===== config.mk =====
export PLATFORM = sky130hd
export DESIGN_NAME = g_4arb
export DESIGN_NICKNAME = d
export VERILOG_FILES = /design/src/rtl/g_4arb.sv
export SDC_FILE = /design/constraint.sdc
export NUM_CORES = 1
export LEC_CHECK = 0
export CORE_UTILIZATION = 44
export DETAILED_ROUTE_END_ITERATION = 12
export PLACE_DENSITY = 0.75
export SYNTH_ARGS = -nofsm -noshare
export SYNTH_HDL_FRONTEND = slang
export SYNTH_SLANG_ARGS = --single-unit

===== constraint.sdc =====
create_clock -name CK -period 2.3 [get_ports CK]
set_input_delay 0.46 -clock CK [delete_from_list [all_inputs] [get_ports CK]]
set_output_delay 0.46 -clock CK [all_outputs]
set_load 0.02 [all_outputs]

===== src/rtl/g_4arb.sv =====
// g_4arb: four-requester round-robin arbiter with registered one-hot grants, owner index and busy flag.
// Optional hold-time limit compiled in with `define G_4ARB_TIMEOUT_EN (HOLD cycles per grant).
module g_4arb #(
    parameter int HOLD = 16
) (
    input  logic       CK,
    input  logic       CDN,
    input  logic       AN,
    input  logic       BN,
    input  logic       C,
    input  logic       D,
    output logic       GA,
    output logic       GB,
    output logic       GC,
    output logic       GD,
    output logic [1:0] ID,
    output logic       Y
);

    localparam logic [1:0] S_IDLE    = 2'b00;
    localparam logic [1:0] S_GRANT   = 2'b01;
    localparam logic [1:0] S_RECOVER = 2'b10;

    if (HOLD < 1 || HOLD > 255) begin : g_bad_hold
        $error("g_4arb: HOLD must be in 1..255");
    end

    logic [1:0] state_q, state_d;
    logic [3:0] grant_q, grant_d;
    logic [1:0] id_q, id_d;
    logic [1:0] last_q, last_d;
    logic       y_q, y_d;

    logic [3:0] req_vec;
    logic [3:0] rot_req;
    logic       any_req;
    logic       owner_req;
    logic       timeout;
    logic       release_now;
    logic [1:0] pick_off;
    logic [1:0] winner;

    // Mixed-polarity inputs folded into one active-high vector, index 3..0 = D, C, B, A.
    assign req_vec     = {D, C, ~BN, ~AN};
    assign any_req     = |req_vec;
    assign owner_req   = req_vec[id_q];
    assign release_now = ~owner_req | timeout;

    // Requests rotated so bit 0 is the requester just after the previous owner.
    for (genvar gi = 0; gi < 4; gi++) begin : g_rot
        assign rot_req[gi] = req_vec[last_q + 2'(gi + 1)];
    end

    always_comb begin
        pick_off = 2'd0;
        for (int i = 3; i >= 0; i--) begin
            if (rot_req[i]) begin
                pick_off = 2'(i);
            end
        end
        winner = last_q + 2'd1 + pick_off;
    end

`ifdef G_4ARB_TIMEOUT_EN
    logic [7:0] hold_q, hold_d;

    assign timeout = (hold_q == 8'(HOLD - 1));
`else
    assign timeout = 1'b0;
`endif

    // State and output registers
    always_ff @(posedge CK or negedge CDN) begin
        if (!CDN) begin
            state_q <= S_IDLE;
            grant_q <= 4'b0000;
            id_q    <= 2'd0;
            last_q  <= 2'd3;
            y_q     <= 1'b0;
`ifdef G_4ARB_TIMEOUT_EN
            hold_q  <= 8'd0;
`endif
        end else begin
            state_q <= state_d;
            grant_q <= grant_d;
            id_q    <= id_d;
            last_q  <= last_d;
            y_q     <= y_d;
`ifdef G_4ARB_TIMEOUT_EN
            hold_q  <= hold_d;
`endif
        end
    end

    // Next-state logic
    always_comb begin
        state_d = S_IDLE;
        case (state_q)
            S_IDLE:    state_d = any_req ? S_GRANT : S_IDLE;
            S_GRANT:   state_d = release_now ? S_RECOVER : S_GRANT;
            S_RECOVER: state_d = any_req ? S_GRANT : S_IDLE;
            default:   state_d = S_IDLE;
        endcase
    end

    // Output / datapath next values
    always_comb begin
        grant_d = 4'b0000;
        id_d    = id_q;
        last_d  = last_q;
`ifdef G_4ARB_TIMEOUT_EN
        hold_d  = hold_q;
`endif
        case (state_q)
            S_IDLE, S_RECOVER: begin
                if (any_req) begin
                    grant_d = 4'b0001 << winner;
                    id_d    = winner;
`ifdef G_4ARB_TIMEOUT_EN
                    hold_d  = 8'd0;
`endif
                end
            end
            S_GRANT: begin
                if (release_now) begin
                    last_d = id_q;
                end else begin
                    grant_d = grant_q;
`ifdef G_4ARB_TIMEOUT_EN
                    if (hold_q != 8'd255) begin
                        hold_d = hold_q + 8'd1;
                    end
`endif
                end
            end
            default: begin
                grant_d = 4'b0000;
            end
        endcase
        y_d = |grant_d;
    end

    assign GA = grant_q[0];
    assign GB = grant_q[1];
    assign GC = grant_q[2];
    assign GD = grant_q[3];
    assign ID = id_q;
    assign Y  = y_q;

endmodule


# == After elaboration in Yosys (flattened, before gate mapping) ==
# Cells that the tools add are included.
# Widths: inputs -> output; s select.
# word_totals
reg_bits,11
latch_bits,0
ramBits,0
mem_bits_ro,0
in_bits,6
out_inout_bits,7
elab_cells,46
memories,0
# op_classes
n_addsub,4
n_mul,0
div_mod_pow,0
n_lt_le_gt_ge,5
eq_ne,2
shifts,1
mux,20
n_bitwise,3
n_reduce_logical,6
# op_table
cell,n
$lt 2x3->1 const B,5
$bmux 1 s2,5
$mux 2,5
$mux 4,2
$pmux 4 s2,1
$reduce_or 4->1,2
$mux 1,6
$add 2x2->2 const B,2
$pmux 2 s2,1
$reduce_and 2->1,2
$shl 1x2->4 const A,1
$not 1->1,3
$add 2x1->2 const B,1
$add 2x2->2,1
$eq 2x1->1 const B,1
$eq 2x2->1 const B,1
$logic_not 2->1,1
$reduce_or 2->1,1

# == Depth between registers and ports, before layout ==
# Gate-level depths: netlist of run 1.
# logic_depth
depth_word,12
depth_mapped,11
depth_no_buf,10

# == Worst setup path before layout of run 1 ==
# No wires, ideal clock.
# synth_timing
path_kind,register to register
startpoint,register last_q[0]
endpoint,"register id_q[1], in the netlist ID[1]"
setup_ns,0.125
arrival_time_ns,2.036
required_time_ns,2.175
setup_slack_ns,0.139
stages_incl_launch_ff,9
n_path_buf,1
period_less_slack_ns,2.161
cell_sequence,dfstp_2 -> buf_4 -> or4_2 -> nand3_1 -> ha_1 -> xnor2_1 -> xnor2_1 -> xnor2_2 -> mux2_2
# synth_via
elab_chain_len,7
word_cells_on_any_way,16
classes_between,4 x add/sub; 12 x mux
# synth_lines
item,line_no,rtl
"start, declared",31,"logic [1:0] last_q, last_d;"
"start signal, assigned",87,last_q <= last_d;
$add 2x2->2 / $bmux 1 s2 (equally long branches),51,assign rot_req[gi] = req_vec[last_q + 2'(gi + 1)];
$bmux 1 s2 / $mux 1 (equally long branches),51,
$mux 1 (implied by the code) / $mux 2 (equally long branches),"51, 57",
$mux 2 (3 in series),57,if (rot_req[i]) begin
$add 2x2->2 *,61,winner = last_q + 2'd1 + pick_off;
"end signal, assigned",86,id_q <= id_d;
"end, declared",30,"logic [1:0] id_q, id_d;"
# Every way passes the cells marked *; elsewhere a longest branch is shown, timed or not. The select of a mux whose other input is x is not followed.
# A chain may end at the register's enable or synchronous reset.

# == Worst setup path after layout of run 1 ==
# Ends and elaborated chain as after synthesis.

==> results of run 1 <==
[flip-flops by register name (all words and copies together) (netlist names)]
signal,cells
grant_q,4
ID,2
last_q,2
state_q,2
Y,1
[layout make-up]
type,instances,share of cell area [%]
well taps,15,2.098
repair buffers,24,23.36
multi-input cells,42,38.04
inverters,6,2.517
clock buffers,4,2.937
flip-flops and latches,11,31.05
[cells in the mapped netlist]
| library cell | number |
|---|---|
| dfrtp_1 | 9 |
| nand2_1 | 6 |
| inv_1 | 5 |
| o21ai_0 | 3 |
| a32o_1 | 2 |
| dfstp_2 | 2 |
| nand3_1 | 2 |
| nor2_1 | 2 |
| o21ai_1 | 2 |
| or2_1 | 2 |
| xnor2_1 | 2 |
| a2111oi_1 | 1 |
| a211oi_2 | 1 |
| a21o_1 | 1 |
| a21oi_1 | 1 |
| and3b_1 | 1 |
| buf_4 | 1 |
| buf_6 | 1 |
| clkbuf_1 | 1 |
| ha_1 | 1 |
| inv_2 | 1 |
| mux2_1 | 1 |
| mux2_2 | 1 |
| mux4_2 | 1 |
| nand2b_1 | 1 |
| nand3b_1 | 1 |
| nor2b_1 | 1 |
| nor3b_4 | 1 |
| o2111a_1 | 1 |
| o2111ai_1 | 1 |
| o22ai_1 | 1 |
| o311ai_0 | 1 |
| o31ai_1 | 1 |
| or4_1 | 1 |
| or4_2 | 1 |
| xnor2_2 | 1 |
[power groups by stage]
stage                     registers, W  clock network (W)  logic [W]
final                         0.000369           0.000126   0.000750
after global routing          0.000377           0.000144   0.000812
after floorplan               0.000390                  0   0.000485
after CTS                     0.000383           0.000134   0.000721
after global placement        0.000376                  0   0.000684
after detailed placement      0.000385                  0   0.000697
[critical path, cell delays in order (launching register included)]
cell     delay [ns]
dfstp_2        0.37
buf_4          0.15
or4_4          0.54
nand3_2        0.08
ha_2           0.17
xnor2_1        0.13
xnor2_1        0.19
xnor2_2        0.16
mux2_2         0.29
[routing by layer]
layer | vias to the layer above | part of all wire, % | global-route usage (%)
met5 | - | 0 | 0
met4 | 0 | 0.34 | 12.50
li1 | 273 | - | -
met3 | 2 | 2.2 | 1.667
met2 | 5 | 52 | 34.13
met1 | 280 | 45 | 26.06
[through the flow]
step	utilization [%]	total power, W	setup WS [ns]	cells
after floorplan	-	0.0008756	0.1393	62
after global placement	63.88	0.001060	-0.3979	97
after detailed placement	63.88	0.001081	-0.4470	97
after CTS	66.51	0.001238	0.002769	101
after global routing	67.07	0.001333	-0.0007485	102
final	67.07	0.001245	0.1053	102
[cell families after synthesis]
group                      Yosys count  synth area share [%]
buffers and inverters                9                 6.896
adders and majority gates            1                 1.915
xor gates and xnor gates             3                 5.174
and+or+nand+nor                     19                 17.82
AOI/OAI and AO/OA                   16                 18.77
DFF                                 11                 42.53
muxes                                3                 6.896
[repair_timing]
action | CTS | global route
endpoints found under the hold margin | 0 | 0
pin swaps | 2 | 1
setup endpoints to repair | 5 | 5
resized for setup | 10 | 1
buffers inserted | 0 | 1
[worst max path at each step]
stage                                     start                   end  slack [ns]  cells after the start
after floorplan           last_q[0]$_DFFE_PN1P_     ID[1]$_DFFE_PN0P_        0.14                      8
after global placement                       AN     ID[1]$_DFFE_PN0P_       -0.40                     10
after detailed placement                     BN     ID[1]$_DFFE_PN0P_       -0.45                      9
after CTS                 last_q[0]$_DFFE_PN1P_     ID[1]$_DFFE_PN0P_       0.003                      9
after global routing      last_q[0]$_DFFE_PN1P_  grant_q[2]$_DFF_PN0_     -0.0007                      9
final                     last_q[0]$_DFFE_PN1P_     ID[1]$_DFFE_PN0P_        0.11                      8
==> results.sh, run 1 <==
export IMPL_hold_class="flop to flop"
export IMPL_reg2reg_depth=8
export IMPL_start_util_pct=48.97
export IMPL_finalSetupTns_ns=0
export IMPL_grt_pass1_wl_um=2166
export IMPL_postRouteAntennaNets=0
export IMPL_drive_gt1_share_pct=31.03
export IMPL_insertion_delay_ns=0.26
export IMPL_holdPathStages=1
export IMPL_cts_hold_buffers=0
export IMPL_start_kind="flop"
export IMPL_place_area_sq_um=852.1
export IMPL_period_share_pct=95.42
export IMPL_clk_pin_slew_ns=0.06
export IMPL_leakagePower_nw=0.4015
export IMPL_rows=13
export IMPL_design_area_sq_um=894.6
export IMPL_peakVddDrop_mv=0.7425
export IMPL_syn_instance_count=62
export IMPL_max_slew_margin_rel_pct=67.19
export IMPL_crit_fanout=7
export IMPL_multiInputGateArea_sq_um=340.3
export IMPL_seq_power_share_pct=29.6
export IMPL_yosysWarnings=0
export IMPL_crit_arrival_ns=2.34
export IMPL_finClkSkew_ns=0.0005016
export IMPL_r2r_start="last_q[0]$_DFFE_PN1P_"
export IMPL_drc=0
export IMPL_num_antenna_cells=0
export IMPL_setup_viol=0
export IMPL_syn_nets=69
export IMPL_finalHoldViolations=0
export IMPL_overflow=0
export IMPL_holdWs_ns=0.5057
export IMPL_cts_buffers=3
export IMPL_yosysSeqAreaShare_pct=42.53
export IMPL_drt_iter0_drc=6
export IMPL_seqCellArea_sq_um=277.8
export IMPL_fin_nets=95
export IMPL_yosysTopAreaCellShare_pct=34.48
export IMPL_core_area_sq_mm=0.001334
export IMPL_max_slew_worst_pin_slew_ns=0.4910
export IMPL_final_common_cell="buf_4"
export IMPL_portBuffers=12
export IMPL_clockPowerShare_pct=10.1
export IMPL_p_switching_w=0.0005081
export IMPL_final_cell_mix="buf_4 (11), dfrtp_1 (9), clkdlybuf4s50_1 (8), nand2_1 (6)"
export IMPL_synth_area_sq_um=653.1
export IMPL_drv_slew=0
export IMPL_grt_pass1_vias=494
export IMPL_max_freq_mhz=455.6
export IMPL_vias=560
export IMPL_r2r_slack_ns=0.11
export IMPL_wirelength_um=1460
export IMPL_io_pins=13
export IMPL_r2r_end="ID[1]$_DFFE_PN0P_"
export IMPL_cts_root_buf="clkbuf_4"
export IMPL_combPwrFrac_pct=60.3
export IMPL_grt_max_degree=12
export IMPL_clockBufferDepth=2
export IMPL_cts_max_level=1
export IMPL_globalplace_congestion=0.7748
export IMPL_firstDrtPassIters=4
export IMPL_die_x_um=40.53
export IMPL_drv_cap=0
export IMPL_grtUsageTotal_pct=20.70
export IMPL_hold_start="state_q[1]$_DFF_PN0_"
export IMPL_wl_per_cell_um=14.31
export IMPL_crit_required_ns=2.45
export IMPL_status="completed"
export IMPL_syn_to_final_growth_pct=36.97
export IMPL_end_kind="flop"
export IMPL_power_density_mw_per_mm2=1392
export IMPL_swShare_pct=40.81
export IMPL_cts_sinks=11
export IMPL_synth_area_leaders="dfrtp_1 (34%), dfstp_2 (8.0%), mux4_2 (3.4%), nand2_1 (3.4%), a32o_1 (3.1%)"
export IMPL_fillers=121
export IMPL_synth_cell_types=36
export IMPL_antenna_found_initial=0
export IMPL_intPower_w=0.0007369
export IMPL_yosys_register_bits=11
export IMPL_viasPerCell=5.490
export IMPL_dpl_hpwl_um=1066
export IMPL_synth_top_area_cell="dfrtp_1"
export IMPL_die_area_sq_mm=0.001642
export IMPL_fin_crit_ns=2.195
export IMPL_fp_dieH_um=40.53
export IMPL_cts_tree="built"
export IMPL_holdPathEnd="state_q[1]$_DFF_PN0_"
export IMPL_avgSynthCellArea_sq_um=10.53
export IMPL_worstSetupPathType="flop to flop"
Note: power is estimated with default switching activity, not from simulation.
==> inputs of run 2 (changes only) <==
--- a/config.mk
+++ b/config.mk
@@ -7,7 +7,7 @@
 export LEC_CHECK = 0
 export CORE_UTILIZATION = 44
 export DETAILED_ROUTE_END_ITERATION = 12
-export PLACE_DENSITY = 0.75
+export PLACE_DENSITY = 0.73
 export SYNTH_ARGS = -nofsm -noshare
 export SYNTH_HDL_FRONTEND = slang
 export SYNTH_SLANG_ARGS = --single-unit
==> run 2 against run 1 <==
Against the previous run: power increased by 10%; fmax up 1.2%; via count grew 6.6%; worst hold slack improved by 0.013 ns; worst setup slack better by 0.025 ns; count of clock-buffer cells in the layout stayed put; global-route usage up 2.6 points; critical path depth up 1; final cell count increased by 3.9%; wire length up 5.5%; critical path type unchanged; largest cell class unchanged.
==> results.sh, run 2 (same netlist as run 1, synthesis figures left out) <==
export IMPL_period_share_pct=94.32
export IMPL_crit_arrival_ns=2.32
export IMPL_reg2reg_depth=9
export IMPL_setup_viol=0
export IMPL_grt_max_degree=12
export IMPL_postRouteAntennaNets=0
export IMPL_overflow=0
export IMPL_cts_max_level=1
export IMPL_max_slew_margin_rel_pct=66.43
export IMPL_dpl_hpwl_um=1187
export IMPL_clk_pin_slew_ns=0.06
export IMPL_core_area_sq_mm=0.001334
export IMPL_globalplace_congestion=0.7470
export IMPL_start_util_pct=48.97
export IMPL_max_freq_mhz=461.0
export IMPL_intPower_w=0.0008341
export IMPL_fin_crit_ns=2.169
export IMPL_cts_hold_buffers=0
export IMPL_viasPerCell=5.632
export IMPL_rsz0062_at_grt="no"
export IMPL_combPwrFrac_pct=63.6
export IMPL_r2r_start="last_q[0]$_DFFE_PN1P_"
export IMPL_finalHoldViolations=0
export IMPL_fin_ws_ns=0.1307
export IMPL_antenna_found_initial=0
export IMPL_cp_slowest_cell="dfstp_2"
export IMPL_firstDrtPassIters=4
export IMPL_final_common_cell="buf_4"
export IMPL_hold_class="flop to flop"
export IMPL_status="completed"
export IMPL_cts_tree="built"
export IMPL_rows=13
export IMPL_crit_chain="buf_4 > o22ai_1 > o21ai_1 > nand3_2 > ha_4 > xnor2_1 > xnor2_1 > xnor2_2 > mux2_4"
export IMPL_drt_iter0_drc=11
export IMPL_leakagePower_nw=0.4340
export IMPL_seq_power_share_pct=27.2
export IMPL_max_stage_delay_ns=0.55
export IMPL_clockPowerShare_pct=9.2
export IMPL_syn_to_final_growth_pct=45.40
export IMPL_crit_required_ns=2.45
export IMPL_num_antenna_cells=0
export IMPL_p_switching_w=0.0005360
export IMPL_max_slew_worst_pin_slew_ns=0.5019
export IMPL_cts_buffers=3
export IMPL_path_common_cell="xnor2_1"
export IMPL_holdPathEnd="grant_q[1]$_DFF_PN0_"
export IMPL_largest_reg_flops=4
export IMPL_wirelength_um=1540
export IMPL_grtUsageTotal_pct=23.26
export IMPL_peakVddDrop_mv=1.026
export IMPL_end_kind="flop"
export IMPL_drc=0
export IMPL_fin_nets=99
export IMPL_drv_slew=0
export IMPL_start_kind="flop"
export IMPL_dp_slack_ns=-0.4693
export IMPL_fillers=100
export IMPL_wl_per_cell_um=14.53
export IMPL_drv_cap=0
export IMPL_hold_start="grant_q[1]$_DFF_PN0_"
export IMPL_io_pins=13
export IMPL_power_density_mw_per_mm2=1443
export IMPL_grt_pass1_vias=571
export IMPL_insertion_delay_ns=0.26
export IMPL_portBuffers=12
export IMPL_cts_sinks=11
export IMPL_final_cell_mix="buf_4 (14), dfrtp_1 (9), clkdlybuf4s50_1 (8), nand2_1 (6)"
export IMPL_cp_top_family="flip-flops"
export IMPL_holdWs_ns=0.5186
export IMPL_regMostFlops="grant_q"
export IMPL_worstSetupPathType="flop to flop"
export IMPL_fp_dieH_um=40.53
export IMPL_vias=597
export IMPL_finClkSkew_ns=0.001703
export IMPL_grt_pass1_wl_um=2415
export IMPL_swShare_pct=39.12
export IMPL_clockBufferDepth=2
export IMPL_die_area_sq_mm=0.001642
export IMPL_crit_buf_inv=1
export IMPL_r2r_end="ID[1]$_DFFE_PN0P_"
export IMPL_r2r_slack_ns=0.13
export IMPL_crit_fanout=5
export IMPL_drive_gt1_share_pct=35.16
export IMPL_numPlacedInstances=100
export IMPL_cts_root_buf="clkbuf_4"
export IMPL_fin_cells=106
export IMPL_die_x_um=40.53
export IMPL_holdPathStages=2
## run 2: cell types whose count changed in the layout (fill, tap and decap cells not counted)
cell / delta
nand2b_4: +1
ha_2: -1
mux2_4: +1
ha_4: +1
nand2b_1: -1
buf_4: +3
buf_6: +1
mux2_2: -1
## run 2: layout make-up
class                           count  area [sq um]  area share (%)
Multi-Input combinational cell     42         361.6           38.08
Sequential cell                    11         277.8           29.25
Clock buffer                        4         26.28           2.767
Timing Repair Buffer               28         242.7           25.56
Tap cell                           15         18.77           1.976
Inverter                            6         22.52           2.372
## run 2: how the worst max path moves through the flow
| stage | startpoint | endpoint | slack (ns) | cells after the start |
|---|---|---|---|---|
| floorplan | last_q[0]$_DFFE_PN1P_ | ID[1]$_DFFE_PN0P_ | 0.14 | 8 |
| global placement | BN | grant_q[2]$_DFF_PN0_ | -0.38 | 9 |
| detailed placement | BN | grant_q[3]$_DFF_PN0_ | -0.47 | 9 |
| CTS | last_q[0]$_DFFE_PN1P_ | ID[1]$_DFFE_PN0P_ | 0.04 | 9 |
| global route | last_q[0]$_DFFE_PN1P_ | grant_q[0]$_DFF_PN0_ | 0.02 | 10 |
| finish | last_q[0]$_DFFE_PN1P_ | ID[1]$_DFFE_PN0P_ | 0.13 | 9 |
## run 2: routing by layer
layer  track usage [%]  part of all wire, %  vias to the layer above
li1                  -                    -                      286
met1             28.82                   46                      290
met2             36.51                   46                       17
met3             8.889                  5.1                        4
met4             8.333                  3.7                        0
met5                 0                    0                        -
## run 2: what timing repair did
item | 4_1_cts | 5_1_grt
setup endpoints to repair | 5 | 4
setup buffers | 0 | 2
gates resized for setup | 15 | 0
pin swaps | 8 | 4
## run 2: worst reg2reg max path, stage by stage (launching register included)
cell and delay [ns]:
dfstp_2 0.55, buf_4 0.14, o22ai_1 0.09, o21ai_1 0.19
nand3_2 0.14, ha_4 0.18, xnor2_1 0.12, xnor2_1 0.23
xnor2_2 0.13, mux2_4 0.27
## run 2: power by group through the flow
stage	Sequential [W]	Clock (W)	Combinational [W]
after detailed placement	0.000383	0	0.000776
after CTS	0.000380	0.000132	0.000844
after floorplan	0.000390	0	0.000485
after global placement	0.000379	0	0.000750
final	0.000372	0.000127	0.000871
after global routing	0.000383	0.000143	0.000945
## run 2: stage by stage
stage	cell area (sq um)	util [%]	setup TNS, ns	total power, W
after global routing	949.7	71.20	0	0.001471
after floorplan	653.1	-	0	0.0008756
after detailed placement	874.6	65.57	-2.226	0.001159
final	949.7	71.20	0	0.001370
after CTS	934.6	70.08	0	0.001356
after global placement	874.6	65.57	-1.744	0.001129
==> inputs of run 3 (changes only) <==
--- a/config.mk
+++ b/config.mk
@@ -5,6 +5,7 @@
 export SDC_FILE = /design/constraint.sdc
 export NUM_CORES = 1
 export LEC_CHECK = 0
+export CORE_ASPECT_RATIO = 0.9
 export CORE_UTILIZATION = 44
 export DETAILED_ROUTE_END_ITERATION = 12
 export PLACE_DENSITY = 0.73
==> run 3 against run 2 <==
Against the previous run: utilization rose by 0.16 points; register-to-register slack better by 0.02 ns; sequential power hardly changed; clock skew fell by 0.0014 ns; largest power group unchanged; non-clock buffer count did not move; worst setup slack improved by 0.021 ns.
==> results.sh, run 3 (same netlist as run 1, synthesis figures left out) <==
export IMPL_crit_fanout=5
export IMPL_fin_crit_ns=2.149
export IMPL_reg2reg_depth=8
export IMPL_total_power_w=0.001324
export IMPL_clockPowerShare_pct=9.9
export IMPL_crit_required_ns=2.46
export IMPL_rows=12
export IMPL_cts_tree="built"
export IMPL_cts_max_level=1
export IMPL_fin_nets=99
export IMPL_dpl_hpwl_um=1092
export IMPL_drt_iter0_drc=9
export IMPL_r2r_start="last_q[0]$_DFFE_PN1P_"
export IMPL_overflow=0
export IMPL_grt_pass1_vias=510
export IMPL_max_slew_worst_pin_slew_ns=0.5172
export IMPL_setup_viol=0
export IMPL_hold_class="flop to flop"
export IMPL_postRouteAntennaNets=0
export IMPL_vias=570
export IMPL_regMostFlops="grant_q"
export IMPL_firstDrtPassIters=4
export IMPL_leakagePower_nw=0.4276
export IMPL_holdPathStages=2
export IMPL_hold_start="grant_q[1]$_DFF_PN0_"
export IMPL_io_pins=13
export IMPL_core_area_sq_mm=0.001306
export IMPL_largest_reg_flops=4
export IMPL_power_density_mw_per_mm2=1421
export IMPL_holdPathEnd="grant_q[1]$_DFF_PN0_"
export IMPL_status="completed"
export IMPL_r2r_slack_ns=0.15
export IMPL_wl_per_cell_um=14.27
export IMPL_insertion_delay_ns=0.27
export IMPL_grt_pass1_wl_um=2408
export IMPL_viasPerCell=5.429
export IMPL_grt_max_degree=12
export IMPL_swShare_pct=39.56
export IMPL_antenna_found_initial=0
export IMPL_cts_hold_buffers=0
export IMPL_wirelength_um=1498
export IMPL_clk_pin_slew_ns=0.07
export IMPL_cts_root_buf="clkbuf_4"
export IMPL_end_kind="flop"
export IMPL_holdWs_ns=0.5081
export IMPL_cts_sinks=11
export IMPL_grtUsageTotal_pct=21.37
export IMPL_finalHoldViolations=0
export IMPL_p_switching_w=0.0005239
export IMPL_worstSetupPathType="flop to flop"
export IMPL_drive_gt1_share_pct=36.26
export IMPL_numPlacedInstances=99
export IMPL_intPower_w=0.0008005
export IMPL_portBuffers=12
export IMPL_fin_ws_ns=0.1514
export IMPL_place_area_sq_um=873.3
export IMPL_clockBufferDepth=2
export IMPL_drc=0
export IMPL_dp_slack_ns=-0.4278
export IMPL_start_kind="flop"
export IMPL_combPwrFrac_pct=61.9
export IMPL_max_slew_margin_rel_pct=65.41
export IMPL_design_area_sq_um=932.1
export IMPL_fp_dieH_um=38.55
export IMPL_peakVddDrop_mv=1.219
export IMPL_drv_cap=0
export IMPL_final_common_cell="buf_4"
export IMPL_drv_slew=0
export IMPL_syn_to_final_growth_pct=42.72
export IMPL_seq_power_share_pct=28.2
export IMPL_cts_buffers=3
export IMPL_r2r_end="ID[1]$_DFFE_PN0P_"
export IMPL_globalplace_congestion=0.7905
export IMPL_die_x_um=42.61
export IMPL_finClkSkew_ns=0.0003516
export IMPL_max_freq_mhz=465.4
export IMPL_num_antenna_cells=0
export IMPL_period_share_pct=93.42
export IMPL_crit_arrival_ns=2.31
export IMPL_fin_cells=105
export IMPL_rsz0062_at_grt="no"
export IMPL_final_cell_mix="buf_4 (15), dfrtp_1 (9), clkdlybuf4s50_1 (8), nand2_1 (6)"
export IMPL_die_area_sq_mm=0.001643
export IMPL_start_util_pct=50.00
-- run 3: cell type report --
class | count | area (sq um)
fillers | 108 | 374.1
multi-input cells | 42 | 349.1
flip-flops and latches | 11 | 277.8
repair buffers | 28 | 239.0
clock buffers | 4 | 26.28
inverters | 6 | 22.52
well taps | 14 | 17.52
-- run 3: critical path, stage by stage (launching register included) --
cell and delay (ns):
dfstp_2 0.38, buf_4 0.14, or4_4 0.52, nand3_2 0.09, ha_2 0.17, xnor2_1 0.13, xnor2_1 0.20, xnor2_2 0.14
mux2_2 0.28
-- run 3: metal layers --
metal | up-vias | GRT usage (%) | part of all wire [%]
met2 | 12 | 31.92 | 45
met4 | 0 | 2.344 | 0
met3 | 0 | 8.491 | 4.5
met5 | - | 0 | 0
met1 | 271 | 30.09 | 50
li1 | 287 | - | -
-- run 3: power groups by stage --
| stage | Combinational (W) | Clock, W | Sequential, W |
|---|---|---|---|
| CTS | 0.000793 | 0.000138 | 0.000380 |
| finish | 0.000820 | 0.000131 | 0.000373 |
| detailed placement | 0.000766 | 0 | 0.000382 |
| global placement | 0.000753 | 0 | 0.000379 |
| floorplan | 0.000485 | 0 | 0.000390 |
| global route | 0.000896 | 0.000145 | 0.000385 |
-- run 3: through the flow --
step / TNS [ns] / utilization [%]
floorplan: 0 / -
global placement: -1.809 / 66.86
detailed placement: -1.994 / 66.86
CTS: 0 / 70.21
global route: 0 / 71.36
finish: 0 / 71.36
-- run 3: worst max path at each step --
| stage | from | to | slack [ns] | cells after the start |
|---|---|---|---|---|
| floorplan | last_q[0]$_DFFE_PN1P_ | ID[1]$_DFFE_PN0P_ | 0.14 | 8 |
| global placement | AN | ID[1]$_DFFE_PN0P_ | -0.40 | 10 |
| detailed placement | C | grant_q[2]$_DFF_PN0_ | -0.43 | 9 |
| CTS | last_q[0]$_DFFE_PN1P_ | ID[1]$_DFFE_PN0P_ | 0.0004 | 9 |
| global route | last_q[0]$_DFFE_PN1P_ | ID[1]$_DFFE_PN0P_ | 0.03 | 9 |
| finish | last_q[0]$_DFFE_PN1P_ | ID[1]$_DFFE_PN0P_ | 0.15 | 8 |
-- run 3: repair_timing --
action,4_1_cts,5_1_grt
pin swaps,4,2
buffers inserted,1,1
gates resized for setup,11,2
endpoints found under the setup margin,5,5
